File: config.mk
export PLATFORM = sky130hd
export DESIGN_NAME = read_word_unit_flat
export DESIGN_NICKNAME = d
export VERILOG_FILES = /design/src/rtl/read_word_unit_if.sv /design/src/rtl/read_word_unit.sv /design/src/flat_wrapper.sv
export SDC_FILE = /design/constraint.sdc
export NUM_CORES = 1
export LEC_CHECK = 0
export CORE_AREA = 4 4 130 132
export DETAILED_ROUTE_END_ITERATION = 8
export DIE_AREA = 0 0 134 136
export GPL_TIMING_DRIVEN = 0
export HOLD_SLACK_MARGIN = 0.15
export SLEW_MARGIN = 20
export SYNTH_ARGS = -nofsm -noshare
export SYNTH_HDL_FRONTEND = slang
export SYNTH_SLANG_ARGS = --single-unit
File: constraint.sdc
create_clock -name clk -period 2.1 [get_ports clk]
set_input_delay 0.63 -clock clk [delete_from_list [all_inputs] [get_ports clk]]
set_output_delay 0.63 -clock clk [all_outputs]
set_load 0.02 [all_outputs]
File: src/rtl/read_word_unit_if.sv
// Read word unit bus bundle.
// Groups the CPU request/response handshake, SRAM read port, tag hit input
// and refill request/response signals. clk and reset stay plain module ports.
//   slave  : the read word unit side
//   master : the environment side (CPU, SRAM, tag compare, refill engine)
interface read_word_unit_if #(
    parameter int unsigned INDEX_W = 6
);
    logic                 cpu_req_valid;
    logic                 cpu_req_ready;
    logic [31:0]          cpu_req_addr;
    logic                 sram_rd_en;
    logic [INDEX_W-1:0]   sram_rd_addr;
    logic [127:0]         sram_rd_data;
    logic                 hit;
    logic                 miss_req;
    logic                 mem_resp_valid;
    logic [127:0]         mem_resp_data;
    logic                 cpu_resp_valid;
    logic                 cpu_resp_ready;
    logic [31:0]          cpu_resp_data;

    modport slave (
        input  cpu_req_valid, cpu_req_addr, sram_rd_data, hit,
               mem_resp_valid, mem_resp_data, cpu_resp_ready,
        output cpu_req_ready, sram_rd_en, sram_rd_addr, miss_req,
               cpu_resp_valid, cpu_resp_data
    );

    modport master (
        output cpu_req_valid, cpu_req_addr, sram_rd_data, hit,
               mem_resp_valid, mem_resp_data, cpu_resp_ready,
        input  cpu_req_ready, sram_rd_en, sram_rd_addr, miss_req,
               cpu_resp_valid, cpu_resp_data
    );
endinterface

File: src/rtl/read_word_unit.sv
// Read word unit: looks up one 32-bit word of a 128-bit cache line.
// IDLE accepts a request and issues the SRAM read in the same cycle, LOOKUP
// consumes SRAM data plus hit, REFILL waits for the refill line, RESP holds
// the registered word until the CPU takes it.
// Ports:
//   clk   - single clock, rising edge
//   reset - synchronous, active-high
//   bus   - read_word_unit_if.slave (CPU req/resp, SRAM read, hit, refill)
// Configuration macro REFILL_FWD_EN:
//   defined   - the requested word is forwarded from the refill line
//   undefined - the line is re-read from SRAM after the refill (default)
module read_word_unit #(
    parameter int unsigned INDEX_W = 6
) (
    input  logic            clk,
    input  logic            reset,
    read_word_unit_if.slave bus
);
    localparam int unsigned WORD_W = 32;
    localparam int unsigned LINE_W = 128;

    typedef enum logic [1:0] {
        IDLE   = 2'd0,
        LOOKUP = 2'd1,
        REFILL = 2'd2,
        RESP   = 2'd3
    } state_t;

    state_t              state_q, state_d;
    logic [INDEX_W-1:0]  index_q, index_d;
    logic [1:0]          word_q, word_d;
    logic [WORD_W-1:0]   data_q, data_d;
    // First LOOKUP cycle after a refill only re-issues the SRAM read.
    logic                reissue_q, reissue_d;

    // Pick word w out of a line (word 0 = bits [31:0]).
    function automatic logic [WORD_W-1:0] sel_word(input logic [LINE_W-1:0] line,
                                                   input logic [1:0]        w);
        logic [WORD_W-1:0] r;
        case (w)
            2'd0:    r = line[31:0];
            2'd1:    r = line[63:32];
            2'd2:    r = line[95:64];
            default: r = line[127:96];
        endcase
        return r;
    endfunction

    // Address bits outside word select and index are not needed.
    logic unused_addr_bits;
    assign unused_addr_bits = ^{bus.cpu_req_addr[31:INDEX_W+4], bus.cpu_req_addr[1:0]};
`ifndef REFILL_FWD_EN
    logic unused_mem_data;
    assign unused_mem_data = ^bus.mem_resp_data;
`endif

    // State and datapath registers.
    always_ff @(posedge clk) begin
        if (reset) begin
            state_q   <= IDLE;
            index_q   <= '0;
            word_q    <= '0;
            data_q    <= '0;
            reissue_q <= 1'b0;
        end else begin
            state_q   <= state_d;
            index_q   <= index_d;
            word_q    <= word_d;
            data_q    <= data_d;
            reissue_q <= reissue_d;
        end
    end

    assign bus.cpu_resp_data = data_q;

    // Next state and handshake/strobe outputs.
    always_comb begin
        state_d            = state_q;
        index_d            = index_q;
        word_d             = word_q;
        data_d             = data_q;
        reissue_d          = 1'b0;
        bus.cpu_req_ready  = 1'b0;
        bus.sram_rd_en     = 1'b0;
        bus.sram_rd_addr   = index_q;
        bus.miss_req       = 1'b0;
        bus.cpu_resp_valid = 1'b0;

        case (state_q)
            IDLE: begin
                bus.cpu_req_ready = 1'b1;
                bus.sram_rd_addr  = bus.cpu_req_addr[INDEX_W+3:4];
                if (bus.cpu_req_valid) begin
                    bus.sram_rd_en = 1'b1;
                    index_d        = bus.cpu_req_addr[INDEX_W+3:4];
                    word_d         = bus.cpu_req_addr[3:2];
                    state_d        = LOOKUP;
                end
            end
            LOOKUP: begin
                if (reissue_q) begin
                    bus.sram_rd_en = 1'b1;
                end else if (bus.hit) begin
                    data_d  = sel_word(bus.sram_rd_data, word_q);
                    state_d = RESP;
                end else begin
                    bus.miss_req = 1'b1;
                    state_d      = REFILL;
                end
            end
            REFILL: begin
                if (bus.mem_resp_valid) begin
`ifdef REFILL_FWD_EN
                    data_d    = sel_word(bus.mem_resp_data, word_q);
                    state_d   = RESP;
`else
                    reissue_d = 1'b1;
                    state_d   = LOOKUP;
`endif
                end
            end
            RESP: begin
                bus.cpu_resp_valid = 1'b1;
                if (bus.cpu_resp_ready) begin
                    state_d = IDLE;
                end
            end
            default: state_d = IDLE;
        endcase

        // Outputs are forced quiet while reset is held.
        if (reset) begin
            bus.cpu_req_ready  = 1'b0;
            bus.sram_rd_en     = 1'b0;
            bus.sram_rd_addr   = '0;
            bus.miss_req       = 1'b0;
            bus.cpu_resp_valid = 1'b0;
        end
    end
endmodule
File: src/flat_wrapper.sv
// flat-port wrapper written by rule: the top's interface ports become plain ports
module read_word_unit_flat 
#(
    parameter int unsigned INDEX_W = 6
)
  (clk, reset, bus_cpu_req_valid, bus_cpu_req_addr, bus_sram_rd_data, bus_hit, bus_mem_resp_valid, bus_mem_resp_data, bus_cpu_resp_ready, bus_cpu_req_ready, bus_sram_rd_en, bus_sram_rd_addr, bus_miss_req, bus_cpu_resp_valid, bus_cpu_resp_data);
  read_word_unit_if #(.INDEX_W(INDEX_W)) bus_i ();
  input  logic clk;
  input  logic reset;
  input wire logic [$bits(bus_i.cpu_req_valid)-1:0] bus_cpu_req_valid;
  input wire logic [$bits(bus_i.cpu_req_addr)-1:0] bus_cpu_req_addr;
  input wire logic [$bits(bus_i.sram_rd_data)-1:0] bus_sram_rd_data;
  input wire logic [$bits(bus_i.hit)-1:0] bus_hit;
  input wire logic [$bits(bus_i.mem_resp_valid)-1:0] bus_mem_resp_valid;
  input wire logic [$bits(bus_i.mem_resp_data)-1:0] bus_mem_resp_data;
  input wire logic [$bits(bus_i.cpu_resp_ready)-1:0] bus_cpu_resp_ready;
  output wire logic [$bits(bus_i.cpu_req_ready)-1:0] bus_cpu_req_ready;
  output wire logic [$bits(bus_i.sram_rd_en)-1:0] bus_sram_rd_en;
  output wire logic [$bits(bus_i.sram_rd_addr)-1:0] bus_sram_rd_addr;
  output wire logic [$bits(bus_i.miss_req)-1:0] bus_miss_req;
  output wire logic [$bits(bus_i.cpu_resp_valid)-1:0] bus_cpu_resp_valid;
  output wire logic [$bits(bus_i.cpu_resp_data)-1:0] bus_cpu_resp_data;
  assign bus_i.cpu_req_valid = bus_cpu_req_valid;
  assign bus_i.cpu_req_addr = bus_cpu_req_addr;
  assign bus_i.sram_rd_data = bus_sram_rd_data;
  assign bus_i.hit = bus_hit;
  assign bus_i.mem_resp_valid = bus_mem_resp_valid;
  assign bus_i.mem_resp_data = bus_mem_resp_data;
  assign bus_i.cpu_resp_ready = bus_cpu_resp_ready;
  assign bus_cpu_req_ready = bus_i.cpu_req_ready;
  assign bus_sram_rd_en = bus_i.sram_rd_en;
  assign bus_sram_rd_addr = bus_i.sram_rd_addr;
  assign bus_miss_req = bus_i.miss_req;
  assign bus_cpu_resp_valid = bus_i.cpu_resp_valid;
  assign bus_cpu_resp_data = bus_i.cpu_resp_data;
  read_word_unit #(.INDEX_W(INDEX_W)) u_core (.clk(clk), .reset(reset), .bus(bus_i));
endmodule
==> flow_summary.ini, run 1 <==
[synthesis]
synthTopCellsByArea = dfxtp_1, mux4_2, a22o_1, mux2i_1, buf_6
synth_cell_types = 22
synth_top_area_cell = dfxtp_1
syn_inst = 182
synth_top_area_frac = 0.363
yosys_register_bits = 43
ys_seq_area_frac = 0.363
syn-num-nets = 476
yosysWarnings = 0
syn_area_um2 = 2370
syn_area_per_cell_um2 = 13.0

[global_routing]
grt_max_degree = 14
grt_pass1_wl_um = 14600
grt_overflow_total = 0
antenna_found_initial = 0
grt_pass1_vias = 2643
grt_usage = 0.103

[sta]
min_period_over_period = 1.01
max_slew_margin = 0.768
period_minus_slack_ps = 2120
fin_worst_skew_ps = 3.92
fin_ws_ps = -18.8
worst_pin_slew_ps = 348
hold_violations = 0
rsz0062_at_grt = yes
setup_viol = 1
timing.fmax_mhz = 472
drv_slew = 0
hold_slack_ps = 480

[worst_setup_path]
r2r-start = u_core.word_q[1]$_SDFFE_PP0P_
cp_cell_sequence = clkdlybuf4s50_1 > nand2_1 > a21oi_2 > buf_4
worst_r2r_path_depth = 4
path_class = input pin to primary output
cp_max_fo = 2
worstPathArrival_ps = 1490
slowest_stage = clkdlybuf4s50_1
required_ps = 1470
slowest_delay_ps = 490
r2r_setup_slack_ps = 490
startpoint_type = input pin
r2r-end = u_core.bus.cpu_resp_data[19]$_SDFFE_PP0P_
endpoint_kind = primary output

[placed_design]
dp_hpwl_um = 8050
placed_cells = 581
gp_congestion = 0.728
port_buffers = 183
place_area_um2 = 4470

[floorplanning]
die_area_um2 = 18200
fp.dieH_um = 136
die_w_um = 134
ios = 336
initial_utilization = 0.151
num_rows = 46
fp.coreArea_um2 = 15700

[cts]
clockBufferDepth = 2
postCtsHoldBufs = 0
clock-sinks = 43
path_clk_slew_ps = 60
numCtsBuffers = 5
cts_tree = yes
clk_latency_ps = 290
root_buffer = clkbuf_16
cts-htree-levels = 2

[flow_run]
max_cap_viol_count = 0

[outcome]
violations = negative setup slack
status = finished with violations

[routing]
drcViolationCount = 0
drt.antenna.violating_nets = 0
viasPerCell = 4.02
wl_per_cell_um = 16.7
drt_wl_total_um = 9840
drt_pass1_iterations = 4
dr.first_iter.drc_count = 60
num_vias = 2373

[layout]
post_route_cells_drive_above_1_share = 0.222
nets = 667
n_antenna_cell = 0
stdcell_area_um2 = 4710
fin_cells = 590
syn_to_final_growth_pct = 98.8

[power]
ir_drop_uv = 423
powerDensity_nw_per_um2 = 573
power.total_mw = 2.70
cellLeakagePower_nw = 1.73

[hold_path]
hold_path.class = flop to flop
min_from = u_core.bus.cpu_resp_data[11]$_SDFFE_PP0P_
hold_end = u_core.bus.cpu_resp_data[11]$_SDFFE_PP0P_
hold_depth = 1
## what timing repair did
item                                    CTS  global route
resized for setup                        69            19
endpoints found under the setup margin   10             9
pin swaps                                 1             5
setup buffers                             0             1
## worst max-delay path by stage
stage	slack (ps)	end	start
finish	-20	bus_sram_rd_addr[0]	bus_cpu_req_addr[4]
detailed placement	-870	bus_cpu_resp_valid	reset
global placement	-860	bus_cpu_resp_valid	reset
CTS	-6	bus_sram_rd_addr[2]	bus_cpu_req_addr[6]
global route	-50	bus_sram_rd_addr[0]	bus_cpu_req_addr[4]
floorplan	130	bus_miss_req	reset
## state kept, by name, summed over array words and instances, names as in the netlist
signal	count
u_core.word_q	2
u_core.index_q	6
u_core.state_q	2
u_core.bus.cpu_resp_data	32
u_core.reissue_q	1
## power breakdown
| part | switching, mW | internal [mW] | leakage (nW) |
|---|---|---|---|
| registers | 0.0270 | 0.870 | 0.350 |
| logic | 0.331 | 0.538 | 1.29 |
| clock network | 0.341 | 0.592 | 0.0868 |
| total | 0.699 | 2.00 | 1.73 |
## worst max-delay path, delay by kind of cell
kind	cells	cell delay, ps
AOI/OAI and AO/OA	1	130
buffers and inverters	2	640
and+or+nand+nor	1	80
## cell families after synthesis
| family | Yosys count | synth area share |
|---|---|---|
| compound gates | 49 | 0.159 |
| flops | 43 | 0.363 |
| mux | 42 | 0.351 |
| simple gates | 26 | 0.0597 |
| buf+inv | 22 | 0.0671 |
## layer usage
| metal | global-route usage | routed length, um |
|---|---|---|
| met4 | 0.0223 | 76 |
| met3 | 0.0407 | 1030 |
| met1 | 0.130 | 4320 |
| met5 | 0 | 0 |
| met2 | 0.168 | 4420 |
## layout by cell type (no fill, tap or decap), drive strengths merged
cell,Yosys,routed
nor4bb,1,1
mux2i,10,10
a22o,32,32
mux4,32,32
o31ai,1,1
nor2,10,10
clkbuf,5,11
dlymetal6s2s,0,4
o21ai,6,6
a21oi,8,8
nor3,2,2
dlygate4sd2,0,3
clkdlybuf4s50,0,165
nor3b,3,3
bufinv,0,1
a211oi,2,2
nand2,7,7
nor2b,1,1
clkdlybuf4s15,0,1
clkinv,0,1
buf,17,28
and3b,2,2
dfxtp,43,43
## Yosys cell counts
library cell  instances
buf_2                 7
nor2_1               10
a21oi_2               1
mux2i_1              10
o21ai_0               6
nand2_1               7
buf_6                 8
a21oi_1               7
a211oi_1              2
o31ai_1               1
mux4_2               29
mux4_1                3
buf_4                 2
clkbuf_1              5
nor2b_1               1
nor4bb_1              1
nor3b_1               2
nor3_1                2
nor3b_4               1
dfxtp_1              43
a22o_1               32
and3b_1               2
## metrics by stage
| step | TNS (ps) | util | setup WS (ps) |
|---|---|---|---|
| finish | -18.8 | 0.300 | -18.8 |
| floorplan | 0 | - | 127 |
| CTS | -6.13 | 0.296 | -6.13 |
| detailed placement | -7850 | 0.285 | -872 |
| global route | -108 | 0.300 | -52.7 |
| global placement | -7760 | 0.285 | -864 |
## layout make-up
class	count	area [um2]
Buffer	22	180
Multi-Input combinational cell	117	1390
Clock inverter	2	35.0
Clock buffer	6	139
Fill cell	1604	11000
Tap cell	216	270
Sequential cell	43	861
Timing Repair Buffer	184	1830
Power figures use the tool's default switching activity.
==> inputs of run 2 (changes only) <==
--- a/config.mk
+++ b/config.mk
@@ -10,6 +10,7 @@
 export DIE_AREA = 0 0 134 136
 export GPL_TIMING_DRIVEN = 0
 export HOLD_SLACK_MARGIN = 0.15
+export REMOVE_ABC_BUFFERS = 1
 export SLEW_MARGIN = 20
 export SYNTH_ARGS = -nofsm -noshare
 export SYNTH_HDL_FRONTEND = slang
==> run 2 against run 1 <==
  * Fmax grew 2.0%
  * Sequential cell count is the same
  * Non-clock buffer count shrank 15
  * Critical path type unchanged
  * Critical endpoint is now bus_sram_rd_addr[5]
  * Highest routed layer is now met5
  * Clock power shrank 11%
  * Largest cell class unchanged
  * Combinational power shrank 8.9%
  * The flow now finishes without violations
  * First-iteration DRC count shrank 22%
==> flow_summary.ini, run 2 (same netlist as run 1, synthesis figures left out) <==
[outcome]
status = finished, final reports clean

[worst_setup_path]
worst_r2r_path_depth = 2
slowest_stage = clkdlybuf4s50_1
cp_max_fo = 2
cp_cell_sequence = clkdlybuf4s50_1 > nand2_1 > a21oi_2 > buf_4
startpoint_type = input pin
endpoint_kind = primary output
worstPathArrival_ps = 1450
slowest_delay_ps = 490
path_class = input pin to primary output
required_ps = 1470

[floorplanning]
initial_utilization = 0.151
die_w_um = 134
fp.dieH_um = 136
num_rows = 46
fp.coreArea_um2 = 15700
die_area_um2 = 18200
ios = 336

[placed_design]
dp_hpwl_um = 8170
place_ws_ps = -1130
port_buffers = 183
placed_cells = 562
gp_congestion = 0.753
place_area_um2 = 4390

[routing]
wl_per_cell_um = 17.2
drcViolationCount = 0
drt.antenna.violating_nets = 0
drt_pass1_iterations = 4
drt_wl_total_um = 9910
dr.first_iter.drc_count = 47
num_vias = 2334
viasPerCell = 4.05

[layout]
layout_common_cells = clkdlybuf4s50_1, dfxtp_1, a22o_1
layout_commonest_cell = clkdlybuf4s50_1
nets = 652
fill_cells = 1619
final_util = 0.293
fin_cells = 577
post_route_cells_drive_above_1_share = 0.195
stdcell_area_um2 = 4600
largest_reg_flops = 32
syn_to_final_growth_pct = 94.3

[cts]
clockBufferDepth = 2
path_clk_slew_ps = 70
numCtsBuffers = 5
cts_tree = yes
postCtsHoldBufs = 0
cts-htree-levels = 2
root_buffer = clkbuf_16
clk_latency_ps = 300
clock-sinks = 43

[sta]
worst_pin_slew_ps = 654
fin_worst_skew_ps = 6.50
min_period_over_period = 0.989
hold_violations = 0
period_minus_slack_ps = 2080
hold_slack_ps = 482
setup_tns_ps = 0
fin_ws_ps = 22.7
setup_viol = 0
drv_slew = 0
max_slew_margin = 0.564
timing.fmax_mhz = 481

[hold_path]
hold_path.class = flop to flop
hold_depth = 1

[global_routing]
grt_max_degree = 34
grt_overflow_total = 0
grt_usage = 0.106
grt_pass1_vias = 2551
antenna_found_initial = 3
grt_pass1_wl_um = 14500

[power]
ir_drop_uv = 323
powerDensity_nw_per_um2 = 558
power.total_mw = 2.57
cellLeakagePower_nw = 1.67

[flow_run]
max_cap_viol_count = 0
-- run 2: where the power goes --
part / leakage (nW) / total (mW) / switching (mW) / internal (mW)
Combinational: 1.24 / 0.792 / 0.271 / 0.520
Sequential: 0.353 / 0.946 / 0.0741 / 0.872
Clock: 0.0774 / 0.831 / 0.354 / 0.477
-- run 2: layer usage --
layer / global-route usage / wire (um)
met1: 0.126 / 3900
met2: 0.164 / 4390
met3: 0.0674 / 1480
met4: 0.0177 / 99
met5: 0 / 34
-- run 2: critical path, delay by kind of cell --
kind,cells,cell delay [ps]
buf+inv,2,640
compound gates,1,110
simple gates,1,70
-- run 2: path summary, 6_finish.rpt --
| check | start | to | slack [ps] |
|---|---|---|---|
| hold reg to reg | u_core.bus.cpu_resp_data[0]$_SDFFE_PP0P_ | u_core.bus.cpu_resp_data[0]$_SDFFE_PP0P_ | 480 |
| setup / recovery | bus_cpu_req_addr[9] | bus_sram_rd_addr[5] | 20 |
| setup reg to reg | u_core.word_q[0]$_SDFFE_PP0P_ | u_core.bus.cpu_resp_data[7]$_SDFFE_PP0P_ | 350 |
| hold / removal | u_core.bus.cpu_resp_data[0]$_SDFFE_PP0P_ | u_core.bus.cpu_resp_data[0]$_SDFFE_PP0P_ | 480 |
-- run 2: what timing repair did --
item                                    CTS  global route
endpoints found under the hold margin     0             0
buffers inserted                          1             4
endpoints found under the setup margin   42             7
resized for setup                        54            14
pin swaps                                 2             3
-- run 2: cell type report --
| type | count | area [um2] | share of cell area |
|---|---|---|---|
| antenna | 2 | 5.00 | 0.00109 |
| clock buffer | 6 | 139 | 0.0302 |
| clock inverter | 2 | 15.0 | 0.00326 |
| multi-input combinational | 117 | 1390 | 0.303 |
| sequential | 43 | 873 | 0.190 |
| tap | 216 | 270 | 0.0587 |
| timing repair buffer | 191 | 1910 | 0.414 |
==> inputs of run 3 (changes only) <==
--- a/config.mk
+++ b/config.mk
@@ -11,7 +11,7 @@
 export GPL_TIMING_DRIVEN = 0
 export HOLD_SLACK_MARGIN = 0.15
 export REMOVE_ABC_BUFFERS = 1
-export SLEW_MARGIN = 20
+export SLEW_MARGIN = 15
 export SYNTH_ARGS = -nofsm -noshare
 export SYNTH_HDL_FRONTEND = slang
 export SYNTH_SLANG_ARGS = --single-unit
==> run 3 against run 2 <==
  * First-iteration DRC count grew 19%
  * Critical path depth shrank 1
  * Highest routed layer unchanged
  * Largest cell class unchanged
  * Sequential power shrank 2%
  * Hold slack lost 0.83 ps
  * Critical endpoint is now bus_cpu_resp_valid
  * Global-route usage is essentially flat
  * Via count grew 0.43%
  * Fmax grew 0.86%
  * Non-clock buffer count grew 2
  * Combinational power grew 3.9%
  * Die area is the same
==> flow_summary.ini, run 3 (same netlist as run 1, synthesis figures left out) <==
[outcome]
status = finished, final reports clean

[cts]
clockBufferDepth = 2
cts-htree-levels = 2
numCtsBuffers = 5
root_buffer = clkbuf_16
postCtsHoldBufs = 0
cts_tree = yes
clock-sinks = 43
path_clk_slew_ps = 60
clk_latency_ps = 290

[sta]
hold_violations = 0
max_slew_margin = 0.564
setup_tns_ps = 0
drv_slew = 0
setup_viol = 0
fin_worst_skew_ps = 6.50
worst_pin_slew_ps = 654
timing.fmax_mhz = 486
min_period_over_period = 0.981
period_minus_slack_ps = 2060
fin_ws_ps = 40.5

[power]
powerDensity_nw_per_um2 = 555
cellLeakagePower_nw = 1.69
ir_drop_uv = 269

[routing]
wl_per_cell_um = 17.2
dr.first_iter.drc_count = 56
drt_pass1_iterations = 4
viasPerCell = 4.05
num_vias = 2344
drt.antenna.violating_nets = 0
drt_wl_total_um = 9960
drcViolationCount = 0

[floorplanning]
die_w_um = 134
num_rows = 46
fp.dieH_um = 136
initial_utilization = 0.151
fp.coreArea_um2 = 15700
die_area_um2 = 18200
ios = 336

[global_routing]
antenna_found_initial = 3
grt_max_degree = 33
grt_overflow_total = 0
grt_usage = 0.106
grt_pass1_vias = 2570
grt_pass1_wl_um = 14500

[layout]
layout_commonest_cell = clkdlybuf4s50_1
nets = 654
fin_cells = 579
largest_reg_flops = 32
layout_common_cells = clkdlybuf4s50_1, dfxtp_1, a22o_1
post_route_cells_drive_above_1_share = 0.197
syn_to_final_growth_pct = 95.9

[worst_setup_path]
cp_top_family = buffers and inverters
required_ps = 1470
slowest_delay_ps = 310
cp_max_fo = 23
startpoint_type = input pin
cp_cell_sequence = buf_4 > and3b_1 > dlygate4sd2_1
path_class = input pin to primary output
endpoint_kind = primary output
worstPathArrival_ps = 1430
cp.buffers_inverters = 2
slowest_stage = dlygate4sd2_1

[hold_path]
hold_path.class = flop to flop

[flow_run]
max_cap_viol_count = 0

[placed_design]
placed_cells = 563
place_ws_ps = -1140
gp_congestion = 0.753
port_buffers = 183
dp_hpwl_um = 8260
## run 3: path summary, 6_finish.rpt
check | to | cells after the start | slack [ps] | from
worst min register to register | u_core.bus.cpu_resp_data[21]$_SDFFE_PP0P_ | 1 | 480 | u_core.bus.cpu_resp_data[21]$_SDFFE_PP0P_
worst max-delay path | bus_cpu_resp_valid | 3 | 40 | reset
worst min-delay path | u_core.bus.cpu_resp_data[21]$_SDFFE_PP0P_ | 1 | 480 | u_core.bus.cpu_resp_data[21]$_SDFFE_PP0P_
worst max register to register | u_core.bus.cpu_resp_data[7]$_SDFFE_PP0P_ | 3 | 300 | u_core.word_q[0]$_SDFFE_PP0P_
## run 3: stage by stage
stage	cell area, um2	hold slack [ps]	total power, mW	utilization
2_1_floorplan	2210	453	1.28	-
3_3_place_gp	4310	461	1.72	0.274
3_5_place_dp	4400	464	1.75	0.280
4_1_cts	4560	486	2.60	0.290
5_1_grt	4640	505	2.73	0.295
6_report	4640	481	2.57	0.295
## run 3: metal layers
metal	global-route usage	vias up	part of all wire
li1	-	1088	-
met1	0.125	1092	0.38
met2	0.166	145	0.45
met3	0.0662	13	0.16
met4	0.0177	6	0.0097
met5	0	-	0.0023
## run 3: timing repair
action / 4_1_cts / 5_1_grt
endpoints found under the setup margin: 42 / 7
buffers inserted: 1 / 5
gates resized for setup: 54 / 17
pin swaps: 2 / 4
## run 3: cell type report
class,count,area [um2]
Clock buffer,6,139
Clock inverter,2,16.3
Multi-Input combinational cell,117,1400
Tap cell,216,270
Sequential cell,43,871
Fill cell,1609,11100
Antenna cell,2,5.00
Timing Repair Buffer,193,1950
## run 3: power breakdown
group	internal (mW)	switching [mW]	total, mW	leakage [nW]
Clock	0.476	0.345	0.821	0.0731
Sequential	0.872	0.0586	0.931	0.352
Combinational	0.532	0.291	0.823	1.26
